**config.mk**
```make
export PLATFORM = sky130hd
export DESIGN_NAME = poly_mult_host_if
export DESIGN_NICKNAME = d
export VERILOG_FILES = /design/src/rtl/poly_mult_host_if.sv
export SDC_FILE = /design/constraint.sdc
export NUM_CORES = 1
export LEC_CHECK = 0
export ABC_AREA = 1
export CAP_MARGIN = 10
export CORE_AREA = 2 2 164 166
export CTS_CLUSTER_DIAMETER = 120
export DETAILED_ROUTE_END_ITERATION = 6
export DIE_AREA = 0 0 166 168
export GPL_TIMING_DRIVEN = 0
export PLACE_DENSITY = 0.61
export SKIP_LAST_GASP = 1
export SLEW_MARGIN = 30
export SYNTH_ARGS = -nofsm -noshare
export SYNTH_HDL_FRONTEND = slang
export SYNTH_SLANG_ARGS = --single-unit
```
**constraint.sdc**
```tcl
create_clock -name clk -period 1.86 [get_ports clk]
set_input_delay 0.186 -clock clk [delete_from_list [all_inputs] [get_ports clk]]
set_output_delay 0.186 -clock clk [all_outputs]
set_load 0.1 [all_outputs]
```
**src/rtl/poly_mult_host_if.sv**
```systemverilog
// Host command front-end for the polynomial multiplier: RAM writes and reads, weight set-up, core start and result readout.
// Latency: writes, SET_WEIGHT, errors and START completion respond 1 cycle after the deciding cycle; reads respond 2 cycles after accept.
// Backpressure: one command in flight, so cmd_ready_o is high only in IDLE. RAM readback is built only when POLY_HOST_READBACK_EN is defined.
module poly_mult_host_if #(
    parameter int DATA_W     = 128,
    parameter int WORD_W     = 32,
    parameter int POS_W      = 16,
    parameter int MAX_WEIGHT = 75,
    parameter int VEC_DEPTH  = 553,
    parameter int RES_DEPTH  = 1106
) (
    input  logic              clk,
    input  logic              rst,
    input  logic              cmd_valid_i,
    output logic              cmd_ready_o,
    input  logic [2:0]        cmd_op_i,
    input  logic [10:0]       cmd_addr_i,
    input  logic [DATA_W-1:0] cmd_data_i,
    output logic              rsp_valid_o,
    output logic [DATA_W-1:0] rsp_data_o,
    output logic              rsp_err_o,
    output logic              busy_o,
    output logic              mem_we_o,
    output logic              mem_sel_o,
    output logic [10:0]       mem_addr_o,
    output logic [WORD_W-1:0] mem_wdata_o,
    input  logic [POS_W-1:0]  pos_rdata_i,
    input  logic [WORD_W-1:0] vec_rdata_i,
    output logic              core_start_o,
    output logic [10:0]       core_weight_o,
    input  logic              core_valid_i,
    output logic [10:0]       core_raddr_o,
    input  logic [WORD_W-1:0] core_dout_i
);

    localparam logic [2:0] S_IDLE  = 3'd0;
    localparam logic [2:0] S_MEMRD = 3'd1;
    localparam logic [2:0] S_RUN   = 3'd2;
    localparam logic [2:0] S_RESRD = 3'd3;
    localparam logic [2:0] S_RESP  = 3'd4;

    localparam logic [2:0] OP_WR_POS = 3'd0;
    localparam logic [2:0] OP_WR_VEC = 3'd1;
    localparam logic [2:0] OP_RD_POS = 3'd2;
    localparam logic [2:0] OP_RD_VEC = 3'd3;
    localparam logic [2:0] OP_SET_W  = 3'd4;
    localparam logic [2:0] OP_START  = 3'd5;
    localparam logic [2:0] OP_RD_RES = 3'd6;

    localparam logic [11:0] POS_LIM = 12'(MAX_WEIGHT);
    localparam logic [11:0] VEC_LIM = 12'(VEC_DEPTH);
    localparam logic [11:0] RES_LIM = 12'(RES_DEPTH);

    logic [2:0]        state_q, state_d;
    logic              done_q, done_d;
    logic [10:0]       weight_q, weight_d;
    logic              err_q, err_d;
    logic [DATA_W-1:0] data_q, data_d;
    logic [10:0]       addr_q, addr_d;
    logic              sel_q, sel_d;
    logic [10:0]       raddr_q, raddr_d;
    logic              start_q, start_d;
    logic              mem_we;
    logic [WORD_W-1:0] mem_wdata;

    logic              accept;
    logic [11:0]       addr_x;
    logic [11:0]       wt_x;
    logic              pos_ok, vec_ok, res_ok, wt_ok;
    logic              unused_in;

    // Holding cmd_ready_o low while rst is low keeps the reset outputs at zero and lets it rise as soon as reset is released.
    assign cmd_ready_o = rst & (state_q == S_IDLE);
    assign accept      = cmd_valid_i & cmd_ready_o;

    assign addr_x = {1'b0, cmd_addr_i};
    assign wt_x   = {1'b0, cmd_data_i[10:0]};
    assign pos_ok = addr_x < POS_LIM;
    assign vec_ok = addr_x < VEC_LIM;
    assign res_ok = addr_x < RES_LIM;
    assign wt_ok  = (wt_x != 12'd0) && (wt_x <= POS_LIM);

    // Only the low data bits are consumed, and the RAM read data is not consumed at all when readback is compiled out.
    assign unused_in = ^{cmd_data_i, pos_rdata_i, vec_rdata_i};

    // Command decode and FSM next state. The RAM address and sel are driven combinationally in the accept cycle so the 1-cycle RAM data lands in MEMRD.
    always_comb begin
        state_d   = state_q;
        done_d    = done_q;
        weight_d  = weight_q;
        err_d     = err_q;
        data_d    = data_q;
        addr_d    = addr_q;
        sel_d     = sel_q;
        raddr_d   = raddr_q;
        start_d   = 1'b0;
        mem_we    = 1'b0;
        mem_wdata = '0;
        case (state_q)
            S_IDLE: begin
                if (accept) begin
                    err_d   = 1'b0;
                    data_d  = '0;
                    state_d = S_RESP;
                    case (cmd_op_i)
                        OP_WR_POS: begin
                            done_d = 1'b0;
                            if (pos_ok) begin
                                mem_we    = 1'b1;
                                mem_wdata = WORD_W'(cmd_data_i[POS_W-1:0]);
                                addr_d    = cmd_addr_i;
                                sel_d     = 1'b0;
                            end else begin
                                err_d = 1'b1;
                            end
                        end
                        OP_WR_VEC: begin
                            done_d = 1'b0;
                            if (vec_ok) begin
                                mem_we    = 1'b1;
                                mem_wdata = cmd_data_i[WORD_W-1:0];
                                addr_d    = cmd_addr_i;
                                sel_d     = 1'b1;
                            end else begin
                                err_d = 1'b1;
                            end
                        end
`ifdef POLY_HOST_READBACK_EN
                        OP_RD_POS: begin
                            if (pos_ok) begin
                                addr_d  = cmd_addr_i;
                                sel_d   = 1'b0;
                                state_d = S_MEMRD;
                            end else begin
                                err_d = 1'b1;
                            end
                        end
                        OP_RD_VEC: begin
                            if (vec_ok) begin
                                addr_d  = cmd_addr_i;
                                sel_d   = 1'b1;
                                state_d = S_MEMRD;
                            end else begin
                                err_d = 1'b1;
                            end
                        end
`else
                        OP_RD_POS: err_d = 1'b1;
                        OP_RD_VEC: err_d = 1'b1;
`endif
                        OP_SET_W: begin
                            if (wt_ok) begin
                                weight_d = cmd_data_i[10:0];
                            end else begin
                                err_d = 1'b1;
                            end
                        end
                        OP_START: begin
                            if (weight_q == 11'd0) begin
                                err_d = 1'b1;
                            end else begin
                                start_d = 1'b1;
                                done_d  = 1'b0;
                                state_d = S_RUN;
                            end
                        end
                        OP_RD_RES: begin
                            if (res_ok && done_q) begin
                                raddr_d = cmd_addr_i;
                                state_d = S_RESRD;
                            end else begin
                                err_d = 1'b1;
                            end
                        end
                        default: err_d = 1'b1;
                    endcase
                end
            end
            S_MEMRD: begin
`ifdef POLY_HOST_READBACK_EN
                data_d = sel_q ? DATA_W'(vec_rdata_i) : DATA_W'(pos_rdata_i);
`else
                data_d = '0;
`endif
                state_d = S_RESP;
            end
            S_RESRD: begin
                data_d  = DATA_W'(core_dout_i);
                state_d = S_RESP;
            end
            S_RUN: begin
                if (core_valid_i) begin
                    done_d  = 1'b1;
                    state_d = S_RESP;
                end
            end
            S_RESP:  state_d = S_IDLE;
            default: state_d = S_IDLE;
        endcase
    end

    // State and held values; reset abandons any run without a response and clears the done flag and weight.
    always_ff @(posedge clk) begin
        if (!rst) begin
            state_q  <= S_IDLE;
            done_q   <= 1'b0;
            weight_q <= '0;
            err_q    <= 1'b0;
            data_q   <= '0;
            addr_q   <= '0;
            sel_q    <= 1'b0;
            raddr_q  <= '0;
            start_q  <= 1'b0;
        end else begin
            state_q  <= state_d;
            done_q   <= done_d;
            weight_q <= weight_d;
            err_q    <= err_d;
            data_q   <= data_d;
            addr_q   <= addr_d;
            sel_q    <= sel_d;
            raddr_q  <= raddr_d;
            start_q  <= start_d;
        end
    end

    assign busy_o        = state_q != S_IDLE;
    assign rsp_valid_o   = state_q == S_RESP;
    assign rsp_err_o     = rsp_valid_o & err_q;
    assign rsp_data_o    = rsp_valid_o ? data_q : '0;
    assign mem_we_o      = mem_we;
    assign mem_wdata_o   = mem_wdata;
    assign mem_addr_o    = addr_d;
    assign mem_sel_o     = sel_d;
    assign core_raddr_o  = raddr_d;
    assign core_start_o  = start_q;
    assign core_weight_o = weight_q;

endmodule

```
==> summary.md <==
| Metric | Value |
|---|---|
| Status | finished, violations left |
| Failing checks | setup timing |
| Critical path cell sequence | nor2_4 -> nand2_8 -> nor3_4 -> inv_2 -> nor2_4 -> buf_6 -> buf_8 -> nand3_2 -> nand2_2 -> clkinvlp_4 -> buf_12 |
| Largest net degree at the start of global routing | 14 |
| Internal | between 2 and 3 mW |
| Latest clock arrival within the worst-skew pair | 0.34 ns |
| Diode count | 0 |
| NumNets Final | roughly 1300 |
| CTS tree | done |
| CP most frequent cell | nor2_4 |
| Clock power share | roughly a third |
| Logic gate share of total power | 34.4% |
| Worst vdd ir | 373 µV |
| CP startpoint kind | flip-flop |
| CTS Buf Count | 9 |
| Final Max Tran Viols | 0 |
| Switching power | 1.97 mW |
| CP max FO | 5 |
| Largest cells by area after synthesis | dfxtp_1, buf_4, nand2_1 |
| Worst-Margin Slew | 1.02 ns |
| Mapped Area | around 4400 µm² |
| DRC | 0 |
| Syn avg cell area | roughly 6.2 µm² |
| Distinct cells, synth | 25 |
| Layout cells sized above 1 | 40.7% |
| Clock-pin slew on the worst setup and hold paths | 0.07 ns |
| Critical path's slowest cell | dfxtp_4 |
| CTS root buf | clkbuf_16 |
| Final RePlAce weighted congestion | 0.805 |
| Initial DRC count | roughly 190 |
| Final Hold Fails | 0 |
| Unrepaired setup endpoints after global routing | true |
| Synth area leader | dfxtp_1 |
| Core Region | 26400 µm² |
| Pleak | 4.21 nW |
| Post-route ant nets | 0 |
| CP bufs+invs | 5 |
| Async set-or-reset flop fraction in the synthesized netlist | 0% |
| EDFF count, synth | 0 |
| I/O Pins | 426 |
| Die X | 166 µm |
| Post-CTS Hold Buffers | 0 |
| Hold Slack | 0.353 ns |
| Met3 WL | 1280 µm |
| Wl on met1 | 6750 µm |
| Gr ovfl total | 0 |
| Number of H-tree levels | 3 |
| Vias per inst | 3.63 |
| Port Buf Inserts | 185 |
| Relative slew slack | 32.2% |
| Overall power | 4.86 mW |
| Uppermost routed layer | met4 |
| P per Cell Area | between 500 and 600 nW/µm² |
| WP data required | 1.67 ns |
| Syn-to-layout area delta | 120% |
| Max cap viols | 0 |
| Synth cell count leaders | nand2_1, inv_1, nor2_1 |
| Final setup violation count | 80 |
| Max incr delay on CP | 0.36 ns |
| Routed length on met2 | 7960 µm |
| Fmax | 425 MHz |
| Yosys Warn Count | 0 |
| Sw Ratio | between 40% and 50% |
| Area occupied by multi-input gates | 2900 µm² |
| Fin crit period | 2.35 ns |
| Critical path endpoint category | output pin |
| Wirelength per Cell | 11.8 µm |
| Post-DP HPWL | 12100 µm |
| Setup CP Type | flip-flop to output pin |
| Most frequent cell after synthesis | nand2_1 |
| Worst Skew | approximately 0.013 ns |
| Flop pwr share | 31.8% |
| Routed WL | 16300 µm |
| Initial antenna violation count | 0 |
| Starting Density | 16.7% |
| Vias | ~5000 |
| Sequential share of the synthesized area | 32.8% |
| Clock Path Buffers | 2 |
| Worst setup margin | -0.491 ns |
| Main flop type after synthesis | dfxtp_1 |
| Fillers | 2646 |
| Post-synthesis instance total | 707 |
| Reg area | approximately 1400 µm² |
| Crit path DAT | approximately 2.2 ns |
| Vias in the first global route | 4688 |
| Final period util | 126% |
| First-pass GRT wire length | 25200 µm |
| Worst Hold Class | input port to flip-flop |
| Top delay family on crit path | simple AND/OR/NAND/NOR gates |
| FF+latch count, synth | between 70 and 80 |
| Gr usage total | a little under an eighth |
| Rows | 60 |
| CTS Sinks | 72 |
| Chip Height | 168 µm |
| DR pass1 iterations | 4 |
| Die area | 27900 µm² |
| Synth top area share | 32.8% |
==> per-layer routing <==
metal	GRT usage [%]	up-vias
li1	-	2585
met1	14.2	2215
met2	19.0	205
met3	3.31	20
met4	3.55	0
met5	0	-
==> metrics by stage <==
step / TNS [ns] / instances / setup slack [ns] / cell area, µm² / utilization, %
finish: -22.20 / 1386 / -0.491 / 9660 / 36.7
global route: -31.04 / 1386 / -0.618 / 9660 / 36.7
CTS: -24.46 / 1370 / -0.544 / 9020 / 34.2
detailed placement: -134.06 / 1328 / -1.77 / 7870 / 29.9
global placement: -131.22 / 1328 / -1.72 / 7900 / 30.0
floorplan: -23.26 / 802 / -0.535 / 5620 / -
==> final cells by class <==
class	instances	area share, %
timing repair buffer	228	32.4
clock inverter	6	0.440
sequential	72	15.0
multi-input combinational	483	30.0
inverter	127	5.58
tap	341	4.42
clock buffer	10	2.37
buffer	119	9.82
==> worst paths after layout <==
path	startpoint	endpoint	slack, ns	cells after the start
worst min register to register	data_q[29]	data_q[29]	0.46	2
worst max register to register	state_q[0]	done_q	0.07	13
worst max-delay path	state_q[0]	core_raddr_o[2]	-0.49	11
worst min-delay path	cmd_addr_i[8]	raddr_q[8]	0.35	5
==> registers in the layout (all words and copies together) (netlist names) <==
name and count:
err_q 1, done_q 1, data_q 32, state_q 3, core_weight_o 11, core_start_o 1
addr_q 11, raddr_q 11, sel_q 1
==> power by group through the flow <==
| stage | Combinational (mW) | Sequential (mW) | Clock (mW) |
|---|---|---|---|
| final | 1.67 | 1.55 | 1.64 |
| after global routing | 1.74 | 1.55 | 1.79 |
| after CTS | 1.62 | 1.55 | 1.72 |
| after detailed placement | 1.57 | 1.59 | 0 |
| after global placement | 1.57 | 1.59 | 0 |
| after floorplan | 1.31 | 1.59 | 0 |
==> repair_timing <==
item | 4_1_cts | 5_1_grt
setup buffers | 22 | 17
pin swaps | 15 | 28
cloned | 4 | 3
gates resized for setup | 750 | 133
endpoints found under the setup margin | 166 | 139
==> kinds of logic (layout without fill, tap and decap cells) <==
kind of cell	count (synthesis)	in the layout	share of synthesized area, %
and+or+nand+nor	324	324	30.2
buffers and inverters	247	490	29.7
DFF	72	72	32.8
AOI/OAI and AO/OA	63	63	7.23
other	1	96	0.0853
==> cell usage in the layout (no fill, tap or decap), types with 3 or more instances in the layout <==
master,count
a21oi_1,53
buf_12,88
buf_2,4
buf_4,126
buf_6,12
buf_8,6
clkbuf_1,8
clkbuf_16,12
clkbuf_2,4
clkdlybuf4s50_1,74
clkinvlp_4,16
conb_1,96
dfxtp_1,70
dlygate4sd2_1,13
dlymetal6s2s_1,6
inv_1,100
inv_2,11
nand2_1,121
nand2_2,14
nand2_4,25
nand3_1,17
nand3_2,10
nand3_4,3
nand3b_1,3
nor2_1,42
nor2_2,5
nor2_4,71
nor3_1,3
o21ai_0,8
==> worst register-to-register path, cell delays in order, from the launching register on <==
cell,delay (ns)
dfxtp_4,0.36
nor2_4,0.17
nand2_8,0.08
nor3_4,0.22
buf_4,0.15
buf_6,0.10
buf_6,0.11
buf_4,0.10
buf_4,0.09
nor2_1,0.04
nor2_1,0.08
nand3_1,0.07
nand2_1,0.06
a21oi_1,0.05
Note: power is estimated with default switching activity, not from simulation.
